### src/rtl/qual_ff_clkdiv.sv
// Qualified WIDTH-bit capture register with parity, plus a programmable
// clock-enable divider whose ratio is reloaded from a shadow at period wrap.
module qual_ff_clkdiv #(
  parameter int unsigned WIDTH       = 8,
  parameter int unsigned NQUAL       = 4,
  parameter int unsigned MODE        = 0,
  parameter int unsigned DIV_W       = 4,
  parameter int unsigned DIV_DEFAULT = 1
) (
  input  logic             clk,
  input  logic             RESB,
  input  logic [WIDTH-1:0] d,
  input  logic [NQUAL-1:0] qual,
  input  logic             ce,
  input  logic             sync_clr,
  input  logic             div_en,
  input  logic [DIV_W-1:0] div_ratio,
  input  logic             div_load,
  output logic [WIDTH-1:0] q,
  output logic             q_par,
  output logic             div_tick,
  output logic             div_clk,
  output logic             div_pending,
  output logic [DIV_W-1:0] ratio_act
);

  localparam logic [DIV_W-1:0] RATIO_RST = DIV_W'(DIV_DEFAULT);

  logic [WIDTH-1:0] q_q, q_d;
  logic [DIV_W-1:0] cnt_q, cnt_d;
  logic [DIV_W-1:0] ratio_q, ratio_d;
  logic [DIV_W-1:0] shadow_q, shadow_d;
  logic             pend_q, pend_d;
  logic             tick_q, tick_d;
  logic             dclk_q, dclk_d;
  logic             wrap;

  always_comb begin
    q_d = q_q;
    if (sync_clr) begin
      q_d = '0;
    end else if (ce) begin
      if (&qual) begin
        q_d = d;
      end else if (MODE == 0) begin
        q_d = '0;
      end
    end
  end

  // Shadow always mirrors ratio_act while nothing is pending, so the wrap can
  // take the shadow unconditionally; a load on the wrap cycle bypasses it.
  always_comb begin
    wrap     = div_en && (cnt_q == ratio_q);
    cnt_d    = cnt_q;
    ratio_d  = ratio_q;
    shadow_d = shadow_q;
    pend_d   = pend_q;
    tick_d   = 1'b0;
    dclk_d   = dclk_q;
    if (div_load) begin
      shadow_d = div_ratio;
    end
    if (wrap) begin
      cnt_d   = '0;
      tick_d  = 1'b1;
      dclk_d  = ~dclk_q;
      ratio_d = div_load ? div_ratio : shadow_q;
      pend_d  = 1'b0;
    end else begin
      if (div_en) begin
        cnt_d = cnt_q + 1'b1;
      end
      if (div_load) begin
        pend_d = 1'b1;
      end
    end
  end

  always_ff @(posedge clk or negedge RESB) begin
    if (!RESB) begin
      q_q      <= '0;
      cnt_q    <= '0;
      ratio_q  <= RATIO_RST;
      shadow_q <= RATIO_RST;
      pend_q   <= 1'b0;
      tick_q   <= 1'b0;
      dclk_q   <= 1'b0;
    end else begin
      q_q      <= q_d;
      cnt_q    <= cnt_d;
      ratio_q  <= ratio_d;
      shadow_q <= shadow_d;
      pend_q   <= pend_d;
      tick_q   <= tick_d;
      dclk_q   <= dclk_d;
    end
  end

  assign q           = q_q;
  assign q_par       = ^q_q;
  assign div_tick    = tick_q;
  assign div_clk     = dclk_q;
  assign div_pending = pend_q;
  assign ratio_act   = ratio_q;

endmodule

### config.mk
export PLATFORM = sky130hd
export DESIGN_NAME = qual_ff_clkdiv
export DESIGN_NICKNAME = d
export VERILOG_FILES = /design/src/rtl/qual_ff_clkdiv.sv
export SDC_FILE = /design/constraint.sdc
export NUM_CORES = 1
export LEC_CHECK = 0
export ABC_AREA = 1
export ABC_CLOCK_PERIOD_IN_PS = 1400
export BUFFER_PORTS_ARGS = -buffer_cell sky130_fd_sc_hd__buf_2
export CORE_MARGIN = 3
export CORE_UTILIZATION = 30
export CTS_BUF_LIST = sky130_fd_sc_hd__clkbuf_2 sky130_fd_sc_hd__clkbuf_4 sky130_fd_sc_hd__clkbuf_8
export CTS_CLUSTER_DIAMETER = 120
export DETAILED_ROUTE_END_ITERATION = 8
export PLACE_DENSITY = 0.56
export REMOVE_ABC_BUFFERS = 1
export SLEW_MARGIN = 25
export SYNTH_ARGS = -nofsm -noshare
export SYNTH_HDL_FRONTEND = slang
export SYNTH_SLANG_ARGS = --single-unit
### constraint.sdc
create_clock -name clk -period 1.4 [get_ports clk]
set_input_delay 0.28 -clock clk [delete_from_list [all_inputs] [get_ports clk]]
set_output_delay 0.28 -clock clk [all_outputs]
set_load 0.02 [all_outputs]
* Yosys cells after proc, flatten, opt, wreduce, memory -nomap -nowiden *
Index checks and enable logic that the tools add are counted.

word-level totals
  output and inout bits = 16
  word-level logic and storage cells = 25
  bits of input ports = 22
  register bits after elaboration = 23

cells by class
  add/sub/neg operators = 1
  reductions and logical operators = 6
  eq/ne operators = 1
  multiplexer cells = 9
  bitwise logic cells = 1

operator list
  kind                   count
  $mux W8                3
  $mux W4                3
  $reduce_xor A8 Y1      1
  $reduce_bool A2 Y1     3
  $add A4 B1 Y4 const B  1
  $eq A4 B4 Y1           1
  $reduce_and A4 Y1      1
  $mux W1                3
  $logic_and A1 B1 Y1    1
  $not A1 Y1             1

* Logic depth before layout (Yosys ltp) *
Gate-level depths: netlist of run 1.

  depth after elaboration = 4
  mapped depth = 7
  depth with buffers taken out = 7

* Worst setup path after synthesis of run 1 *
Ideal clock, no wire load.

  path type = register to register
  start point = register ratio_q[0], in the netlist ratio_act[0]
  end point = register ratio_q[1], in the netlist ratio_act[1]
  data required time = 1283 ps
  library setup time = 117 ps
  buffers on the path = 0
  arrival time = 1184 ps
  stages on the path, launching flop included = 8
  clock period less this slack = 1302 ps
  setup slack = 98 ps
  path through = dfstp_2 inv_1 nand2_1 clkinv_2 nor2_8 nand3_4 nand2_1 nand2_1

between the ends
  longest elaborated chain between the ends = 2

ends and longest elaborated chain
  what                    RTL line  text
  from (decl)             31        logic [DIV_W-1:0] ratio_q, ratio_d;
  from (signal assigned)  92        ratio_q <= ratio_d;
  $eq A4 B4 Y1            54        wrap = div_en && (cnt_q == ratio_q);
  $logic_and A1 B1 Y1     54

No other way between the ends.
A chain may end at the register's enable or synchronous reset.

* Worst setup path after layout of run 1 *
  start point = register q_q[7], in the netlist q[7]
  end point = output port q_par

between the ends
  longest elaborated chain between the ends = 1

ends and longest elaborated chain
  what                    RTL line  text
  from (decl)             29        logic [WIDTH-1:0] q_q, q_d;
  from (signal assigned)  90        q_q <= q_d;
  $reduce_xor A8 Y1       101       assign q_par = ^q_q;
  to (decl)               20        output logic q_par,

No other way between the ends.

==> impl_results.rst, run 1 <==
.. list-table::
   :header-rows: 1

   * - Metric
     - Value
   * - All-Layer GR Usage
     - 10.1%
   * - Skew final
     - a little under 0.008 ns
   * - Run status
     - complete, but fails checks
   * - Final setup viols
     - 1
   * - Met3 layer usage reported by global route
     - 2.30%
   * - Die W
     - between 60 and 70 um
   * - Average wire per standard cell
     - between 10 and 15 um
   * - Worst slack on hold paths
     - 0.226 ns
   * - Leak pwr
     - 0.000903 uW
   * - Worst path setup slack after routing
     - -0.182 ns
   * - CTS tree
     - yes
   * - Setup Buffers After CTS
     - 0
   * - Total design power
     - between 2000 and 2500 uW
   * - Kind of start point of the critical path
     - register
   * - Met2 Usage GRT
     - roughly 16%
   * - Maximum net fanout on the critical path
     - 4
   * - Top post-synthesis cells by area
     - dfrtp_1, nand2_1, inv_1
   * - Final period utilization
     - 113%
   * - Buffer levels on the longest clock path
     - 2
   * - Boundary pin count
     - 38
   * - Most instantiated cells after synthesis
     - nand2_1, dfrtp_1, inv_1
   * - Cell with the largest stage delay on the worst path
     - dfrtp_2
   * - Max-slew headroom at the worst pin
     - 66.2%
   * - Path category of the worst min-delay check
     - input port to register
   * - Met1 usage in global routing
     - 13.1%
   * - Routed WL
     - roughly 2700 um
   * - Violated checks
     - negative setup slack
   * - Number of standard cells in the layout, taps in and fillers out
     - between 200 and 250
   * - Wire length of the first global-routing pass
     - between 4000 and 5000 um
   * - Via count of the first global-routing pass
     - 963
   * - Power density relative to cell area
     - between 1500 and 2000 nW/um^2
   * - Synth cell types
     - 19
   * - H-tree lvl count
     - 1
   * - RSZ-0062 raised after global routing
     - true
   * - Number of slew-limit violations in the final report
     - 0
   * - Sort of element at the end of the critical path
     - output port
   * - Clock slew seen by the registers of the worst setup and hold paths
     - 0.09 ns
   * - Transition time at the pin with the least slew margin
     - a little over 0.5 ns
   * - Synthesized area per cell
     - 7.91 um^2
   * - Number of enable flip-flop cells after synthesis
     - 0
   * - Async set-reset flop share out of synthesis
     - 100%
   * - CP Cell Sequence
     - xnor2_2 > nand2_1 > nand2_1 > nand2_1 > nand2_1 > buf_6
   * - FMAX
     - 632 MHz
   * - Number of nets with antenna violations after detailed routing
     - 0
   * - HPWL reported at the end of detailed placement
     - 1890 um
   * - Share of Yosys cell area claimed by the top area cell type
     - 42.9%
   * - Cell area after synthesis
     - 1230 um^2
   * - Gate count after technology mapping
     - 155
   * - Total non-filler cell area in the finished layout
     - 1620 um^2
   * - Layout-stage area growth over the synthesis result
     - 32.1%
   * - YS warnings
     - 0
   * - Type of the setup path with the least slack
     - register to output port
   * - Count of endpoints failing hold in the final timing report
     - 0
   * - CP dominant cell by count
     - nand2_1
   * - Average vias per placed instance
     - 4.29
   * - MaxCap Viol Count
     - 0
   * - Post-detailed-placement cell area
     - 1480 um^2
   * - First DRT Iteration DRCs
     - 26
   * - Seq/Total Area, Yosys
     - 47.1%
   * - Crit path largest cell delay
     - 0.45 ns
   * - Family with the most delay on the worst path
     - flip-flops
   * - Register-to-register setup slack
     - 0.09 ns
   * - Cell chosen for the clock root
     - clkbuf_8
   * - CP Data Arrival Time
     - 1.30 ns
   * - Clock insertion delay at the later pin of the skew report
     - around 0.27 ns
   * - Diodes inserted
     - 0
   * - Largest area contributor in the synthesized netlist
     - dfrtp_1
   * - Number of I/O port buffers
     - 37
   * - Initial core utilization
     - 32.3%
   * - Number of CTS-inserted buffers
     - 3
   * - CTS sink cnt
     - 23
   * - Residual overflow from global routing
     - 0
   * - CP bufs+invs
     - 1
   * - Core outline area
     - between 3000 and 4000 um^2
   * - Worst VDD drop
     - roughly 800 uV
   * - Most common cell in the netlist
     - nand2_1
   * - Area of the die
     - 4890 um^2
   * - Antenna violations before repair
     - 0
   * - Die Ht
     - 69.9 um
   * - Global route hottest layer
     - met2
   * - Required @ worst endpoint
     - 1.12 ns
   * - Cells after DPL
     - ~240
   * - Ys flop type
     - dfrtp_1
   * - Pin count of the biggest net entering global routing
     - 24
   * - Post-route DRC violation count
     - 0
   * - Share of post-route cells with drive strength above 1
     - 35.7%
   * - Detailed Routing Iterations Pass 1
     - 4
   * - Number of register bits inferred by synthesis
     - 23
   * - Via count of the routed design
     - 1059
   * - Final #Nets
     - 223
   * - Routability congestion estimate from global placement
     - about 0.74
   * - Num rows
     - 22
   * - Post-layout min period
     - 1.58 ns
-- path summary, 6_finish.rpt --
path | start | endpoint | cells after the start
min in group asynchronous | RESB | q[6]$_DFFE_PN0P_ | 2
max in group asynchronous | RESB | q[1]$_DFFE_PN0P_ | 2
min | div_ratio[0] | shadow_q[0]$_DFF_PN1_ | 3
max | q[7]$_DFFE_PN0P_ | q_par | 6
max reg2reg | ratio_act[0]$_DFFE_PN1P_ | ratio_act[1]$_DFFE_PN0P_ | 7
min reg2reg | shadow_q[2]$_DFF_PN0_ | shadow_q[2]$_DFF_PN0_ | 2
-- final cells by class --
type | count | area [um^2]
clock buffers | 3 | 41.3
repair buffers | 39 | 209
well taps | 48 | 60.1
fillers | 395 | 2180
flip-flops and latches | 23 | 587
multi-input cells | 108 | 623
inverters | 25 | 95.1
clock inverters | 1 | 5.00
-- what timing repair did --
item,in CTS,in global routing
pin swaps,7,12
cloned,0,1
endpoints found under the setup margin,1,6
resized for setup,2,15
hold buffers,1,0
hold endpoints to repair,12,0
-- logic make-up after synthesis --
logic type | after synthesis | synth area share [%]
AOI/OAI and AO/OA | 8 | 3.27
xor gates and xnor gates | 10 | 7.14
adders and majority gates | 1 | 1.02
buffers and inverters | 25 | 7.76
DFF | 23 | 47.1
and+or+nand+nor | 88 | 33.7
-- through the flow --
| step | TNS, ns | utilization [%] | setup WS, ns |
|---|---|---|---|
| 2_1_floorplan | 0 | - | 0.0984 |
| 3_3_place_gp | 0 | 38.9 | 0.0860 |
| 3_5_place_dp | 0 | 38.9 | 0.0717 |
| 4_1_cts | -0.163 | 40.6 | -0.163 |
| 5_1_grt | -0.268 | 42.7 | -0.268 |
| 6_report | -0.182 | 42.7 | -0.182 |
-- registers in the layout, summed over array words and instances, names as in the netlist --
signal,flops
cnt_q,4
div_clk,1
div_pending,1
div_tick,1
q,8
ratio_act,4
shadow_q,4
-- where the power goes --
group	internal [uW]	leakage [uW]	switching (uW)
Sequential	820	0.000281	136
Clock	199	0.0000255	212
Combinational	366	0.000596	705
Total	1380	0.000903	1050
-- metal layers --
layer  share of wire, %  vias to the layer above
li1                   -                      555
met1                 45                      473
met2                 48                       27
met3                5.2                        4
met4                1.4                        0
met5                  0                        -
-- cells in the final DEF, fill, tap and decap left out --
cell type      synthesis  routed
clkbuf_8               0       3
dfrtp_2                0       7
nand3_4                1       2
or2_1                  1       1
nand3b_1               1       1
buf_2                  0      36
nor2_8                 2       2
nand3_1                2       2
dfstp_2                2       2
nand2_4                1       1
dfrtp_1               21      14
xnor2_2                0       4
xor2_1                 6       3
buf_4                  0       1
nand2_2                2       2
inv_2                  5       5
buf_6                  0       1
inv_1                 19      19
nor2_1                 4       4
clkinv_2               1       2
ha_1                   1       1
o21ai_1                8       8
nand4_1                6       6
dlygate4sd3_1          0       1
nand2_1               68      68
xor2_2                 0       3
-- worst reg2reg max path: stages, from the launching register on --
cell and delay (ns):
dfstp_2 0.55, inv_1 0.04, nand2_1 0.09, clkinv_2 0.10, nor2_8 0.19, nand3_4 0.12
nand2_1 0.08, nand2_1 0.04
Power figures use the tool's default switching activity.
==> run 2: changes to the inputs <==
- ABC_CLOCK_PERIOD_IN_PS: 1400 -> 1630
- clock period: 1.4 -> 1.63 ns (I/O delays scaled with it)
==> impl_results.rst, run 2 (synthesis results as in run 1) <==
.. list-table::
   :header-rows: 1

   * - Metric
     - Value
   * - Run status
     - finished clean
   * - Die Ht
     - 69.9 um
   * - FMAX
     - around 620 MHz
   * - Most frequent cells in the layout
     - nand2_1, buf_2, dfrtp_1
   * - Worst path setup slack after routing
     - around 0.028 ns
   * - RSZ-0062 raised after global routing
     - true
   * - Cell chosen for the clock root
     - clkbuf_8
   * - Layout filler cell count
     - 410
   * - Worst VDD drop
     - 789 uV
   * - Residual overflow from global routing
     - 0
   * - Diodes inserted
     - 0
   * - Final setup viols
     - 0
   * - Layout-stage area growth over the synthesis result
     - 24.9%
   * - First DRT Iteration DRCs
     - 18
   * - Maximum net fanout on the critical path
     - 4
   * - Initial core utilization
     - 32.3%
   * - Flip-flop count of the largest register, all copies and words added
     - 8
   * - Antenna violations before repair
     - 0
   * - Hold buffers post-CTS
     - 0
   * - Detailed Routing Iterations Pass 1
     - 4
   * - Post-route DRC violation count
     - 0
   * - Average vias per placed instance
     - 4.27
   * - Total design power
     - 2020 uW
   * - Area of the die
     - 4890 um^2
   * - Number of nets with antenna violations after detailed routing
     - 0
   * - Path category of the worst min-delay check
     - input port to asynchronous set/reset pin
   * - Number of standard cells in the layout, taps in and fillers out
     - about 250
   * - Clock insertion delay at the later pin of the skew report
     - ~0.27 ns
   * - Max-slew headroom at the worst pin
     - between 60% and 70%
   * - Number of I/O port buffers
     - 37
   * - Power density relative to cell area
     - 1320 nW/um^2
   * - Pre-CTS setup slack
     - 0.295 ns
   * - MaxCap Viol Count
     - 0
   * - Via count of the routed design
     - approximately 1000
   * - Wire length of the first global-routing pass
     - between 4000 and 5000 um
   * - Number of slew-limit violations in the final report
     - 0
   * - Number of CTS-inserted buffers
     - 3
   * - Leak pwr
     - approximately 0.00091 uW
   * - Leading cell type in the layout, fill and taps excluded
     - nand2_1
   * - Final period utilization
     - 98.3%
   * - H-tree lvl count
     - 1
   * - Transition time at the pin with the least slew margin
     - 0.518 ns
   * - All-Layer GR Usage
     - 10.2%
   * - Type of the setup path with the least slack
     - register to output port
   * - Num rows
     - 22
   * - Die W
     - 69.9 um
   * - HPWL reported at the end of detailed placement
     - 1890 um
   * - Count of endpoints failing hold in the final timing report
     - 0
   * - Pin count of the biggest net entering global routing
     - 24
   * - Routed WL
     - 2390 um
   * - Share of post-route cells with drive strength above 1
     - 28.4%
   * - Core outline area
     - 3800 um^2
   * - Required @ worst endpoint
     - about 1.3 ns
   * - Clock slew seen by the registers of the worst setup and hold paths
     - 0.09 ns
   * - Cells after DPL
     - 240
   * - Via count of the first global-routing pass
     - 938
   * - Boundary pin count
     - 38
   * - Kind of start point of the critical path
     - register
   * - CTS sink cnt
     - 23
   * - Buffer levels on the longest clock path
     - 2
   * - Skew final
     - approximately 0.0077 ns
   * - Post-layout min period
     - ~1.6 ns
   * - Average wire per standard cell
     - 9.74 um
   * - CTS tree
     - yes
   * - Routability congestion estimate from global placement
     - about 0.8
   * - Final #Nets
     - around 220
   * - Sort of element at the end of the critical path
     - output port
   * - CP Data Arrival Time
     - roughly 1.3 ns
-- run 2: path summary, 6_finish.rpt --
| kind | slack (ns) | depth (start not counted) | endpoint | from |
|---|---|---|---|---|
| max | 0.03 | 6 | q_par | q[5]$_DFFE_PN0P_ |
| min | 0.02 | 1 | q[6]$_DFFE_PN0P_ | RESB |
| max reg2reg | 0.34 | 7 | ratio_act[3]$_DFFE_PN0P_ | ratio_act[0]$_DFFE_PN1P_ |
| min reg2reg | 0.48 | 2 | ratio_act[0]$_DFFE_PN1P_ | ratio_act[0]$_DFFE_PN1P_ |
| max in group asynchronous | 1.24 | 1 | ratio_act[0]$_DFFE_PN1P_ | RESB |
| min in group clk | 0.29 | 3 | shadow_q[0]$_DFF_PN1_ | div_ratio[0] |
-- run 2: routing by layer --
layer  global-route usage (%)  part of all wire (%)
met3                     3.74                   7.4
met4                     1.91                  0.54
met5                        0                     0
met2                     16.4                    46
met1                     13.2                    46
-- run 2: cell type report --
class	count	area [um^2]	area share [%]
flip-flops and latches	23	578	37.7
clock inverters	1	5.00	0.327
repair buffers	38	199	13.0
multi-input cells	107	553	36.1
inverters	25	95.1	6.21
clock buffers	3	41.3	2.70
well taps	48	60.1	3.92
-- run 2: stage by stage --
stage	hold slack, ns	cell area (um^2)	setup TNS, ns	utilization [%]
global route	0.0513	1530	-0.0999	40.3
detailed placement	0.335	1470	0	38.7
floorplan	0.0304	1230	0	-
global placement	0.333	1470	0	38.7
finish	0.0211	1530	0	40.3
CTS	0.0341	1530	0	40.2
-- run 2: repair_timing --
action | CTS | global route
pin swaps | 2 | 3
resized for setup | 1 | 1
endpoints found under the setup margin | 1 | 1
setup buffers | 1 | 0
endpoints found under the hold margin | 0 | 0
-- run 2: worst max-delay path, cell delays in order (launching register included) --
cell     delay, ns
dfrtp_1       0.43
xnor2_1       0.21
nand2_1       0.07
nand2_1       0.07
nand2_1       0.05
nand2_1       0.07
buf_6         0.11
-- run 2: report_power, final --
| part | leakage (uW) | switching, uW | internal, uW |
|---|---|---|---|
| Sequential | 0.000293 | 109 | 704 |
| Clock | 0.0000255 | 185 | 171 |
| Combinational | 0.000588 | 553 | 299 |
==> run 3: changes to the inputs <==
--- a/constraint.sdc
+++ b/constraint.sdc
@@ -3,2 +3,2 @@
 set_output_delay 0.326 -clock clk [all_outputs]
-set_load 0.02 [all_outputs]
+set_load 0.1 [all_outputs]
==> impl_results.rst, run 3 (synthesis results as in run 1) <==
.. list-table::
   :header-rows: 1

   * - Metric
     - Value
   * - Worst VDD drop
     - 1050 uV
   * - Power share of the combinational group
     - between 50 and 60%
   * - Pre-CTS setup slack
     - 0.211 ns
   * - Total net switching power
     - 1270 uW
   * - Via count of the first global-routing pass
     - 991
   * - CTS sink cnt
     - 23
   * - Required @ worst endpoint
     - 1.30 ns
   * - Max-slew headroom at the worst pin
     - 64.6%
   * - Core outline area
     - 3800 um^2
   * - Share of post-route cells with drive strength above 1
     - 33.2%
   * - Average wire per standard cell
     - 9.86 um
   * - Layout-stage area growth over the synthesis result
     - 30.0%
   * - Number of slew-limit violations in the final report
     - 0
   * - Cells after DPL
     - 240
   * - Flip-flop count of the largest register, all copies and words added
     - 8
   * - Routed WL
     - 2440 um
   * - HPWL reported at the end of detailed placement
     - about 1900 um
   * - Most frequent cells in the layout
     - nand2_1, buf_2, inv_1
   * - Clock insertion delay at the later pin of the skew report
     - 0.26 ns
   * - Initial core utilization
     - 32.3%
   * - Post-route DRC violation count
     - 0
   * - Pin count of the biggest net entering global routing
     - 24
   * - Via count of the routed design
     - 1052
   * - Skew final
     - 0.00452 ns
   * - Setup TNS
     - -0.0542 ns
   * - MaxCap Viol Count
     - 0
   * - Antenna violations before repair
     - 0
   * - Clock slew seen by the registers of the worst setup and hold paths
     - 0.08 ns
   * - CP Data Arrival Time
     - approximately 1.4 ns
   * - Power density relative to cell area
     - around 1500 nW/um^2
   * - Run status
     - complete, but fails checks
   * - Cell chosen for the clock root
     - clkbuf_8
   * - Area of the die
     - 4890 um^2
   * - Path category of the worst min-delay check
     - input port to asynchronous set/reset pin
   * - Switching portion of total power
     - 51.9%
   * - Average vias per placed instance
     - 4.26
   * - Wire length of the first global-routing pass
     - 4200 um
   * - Number of CTS-inserted buffers
     - 3
   * - Maximum net fanout on the critical path
     - 3
   * - Worst setup path start
     - q[6]$_DFFE_PN0P_
   * - FMAX
     - approximately 600 MHz
   * - H-tree lvl count
     - 1
   * - Die W
     - 69.9 um
   * - Violated checks
     - negative setup slack
   * - Residual overflow from global routing
     - 0
   * - Layout filler cell count
     - 391
   * - Total non-filler cell area in the finished layout
     - 1590 um^2
   * - Transition time at the pin with the least slew margin
     - 0.529 ns
   * - Worst path setup slack after routing
     - -0.0542 ns
   * - Number of standard cells in the layout, taps in and fillers out
     - 247
   * - Sequential share of power
     - 33.2%
   * - Final setup viols
     - 1
   * - Buffer levels on the longest clock path
     - 2
   * - CTS tree
     - yes
   * - Count of endpoints failing hold in the final timing report
     - 0
   * - Final #Nets
     - 223
   * - All-Layer GR Usage
     - about a tenth
   * - Detailed Routing Iterations Pass 1
     - 4
   * - Diodes inserted
     - 0
   * - Kind of start point of the critical path
     - register
   * - Leading cell type in the layout, fill and taps excluded
     - nand2_1
   * - First DRT Iteration DRCs
     - 17
   * - Boundary pin count
     - 38
   * - Number of nets with antenna violations after detailed routing
     - 0
   * - Leak pwr
     - just over 0.0009 uW
   * - Post-layout min period
     - 1.68 ns
   * - Number of I/O port buffers
     - 37
   * - Sort of element at the end of the critical path
     - output port
   * - Routability congestion estimate from global placement
     - 0.792
   * - Final period utilization
     - 103%
   * - Num rows
     - 22
   * - Post-detailed-placement cell area
     - about 1500 um^2
   * - RSZ-0062 raised after global routing
     - true
   * - Clk network pwr share
     - 14.1%
   * - Int Power
     - between 1000 and 1500 uW
   * - Reg2reg start
     - ratio_act[0]$_DFFE_PN1P_
   * - Type of the setup path with the least slack
     - register to output port
   * - Share of the core filled with cells in the final layout
     - 42.0%
   * - Die Ht
     - 69.9 um
run 3: per-layer routing:
layer,track usage (%),vias to the layer above,share of wire (%)
met2,17.2,28,47
met3,3.74,4,7.3
met1,12.7,460,45
met4,2.55,0,0.90
met5,0,-,0
li1,-,560,-
run 3: power groups by stage:
stage                     Combinational [uW]  Clock, uW  Sequential, uW
after floorplan                          597          0            1310
after global placement                  1290          0             825
after detailed placement                1300          0             825
after CTS                               1300        369             817
after global routing                    1410        395             842
final                                   1290        346             814
run 3: critical path, stage by stage (launching register included):
cell and delay (ns):
dfrtp_1 0.45, xnor2_2 0.19, nand2_1 0.08, nand2_1 0.07, nand2_1 0.06, nand2_2 0.08, buf_12 0.17
run 3: layout make-up:
class,count,area (um^2),share of cell area (%)
multi-input combinational,107,586,36.7
clock inverter,1,5.00,0.314
tap,48,60.1,3.77
clock buffer,3,41.3,2.59
timing repair buffer,40,225,14.1
inverter,25,95.1,5.97
sequential,23,582,36.5
run 3: metrics by stage:
stage,hold slack (ns),total power [uW]
6_report,0.0252,2450
5_1_grt,0.0522,2650
4_1_cts,0.0424,2490
3_5_place_dp,0.334,2130
3_3_place_gp,0.331,2120
2_1_floorplan,0.0304,1900
run 3: path summary, 6_finish.rpt:
check / end / slack [ns] / cells past startpoint
worst min register to register: shadow_q[2]$_DFF_PN0_ / 0.48 / 2
min in group clk: shadow_q[0]$_DFF_PN1_ / 0.29 / 3
worst max register to register: ratio_act[2]$_DFFE_PN0P_ / 0.31 / 7
worst min-delay path: q[7]$_DFFE_PN0P_ / 0.03 / 1
max in group asynchronous: q[3]$_DFFE_PN0P_ / 1.23 / 1
worst max-delay path: q_par / -0.05 / 6
run 3: timing repair:
action,in CTS,in global routing
pin swaps,10,4
endpoints found under the setup margin,1,1
hold buffers,0,0
resized for setup,1,8
setup buffers,3,0
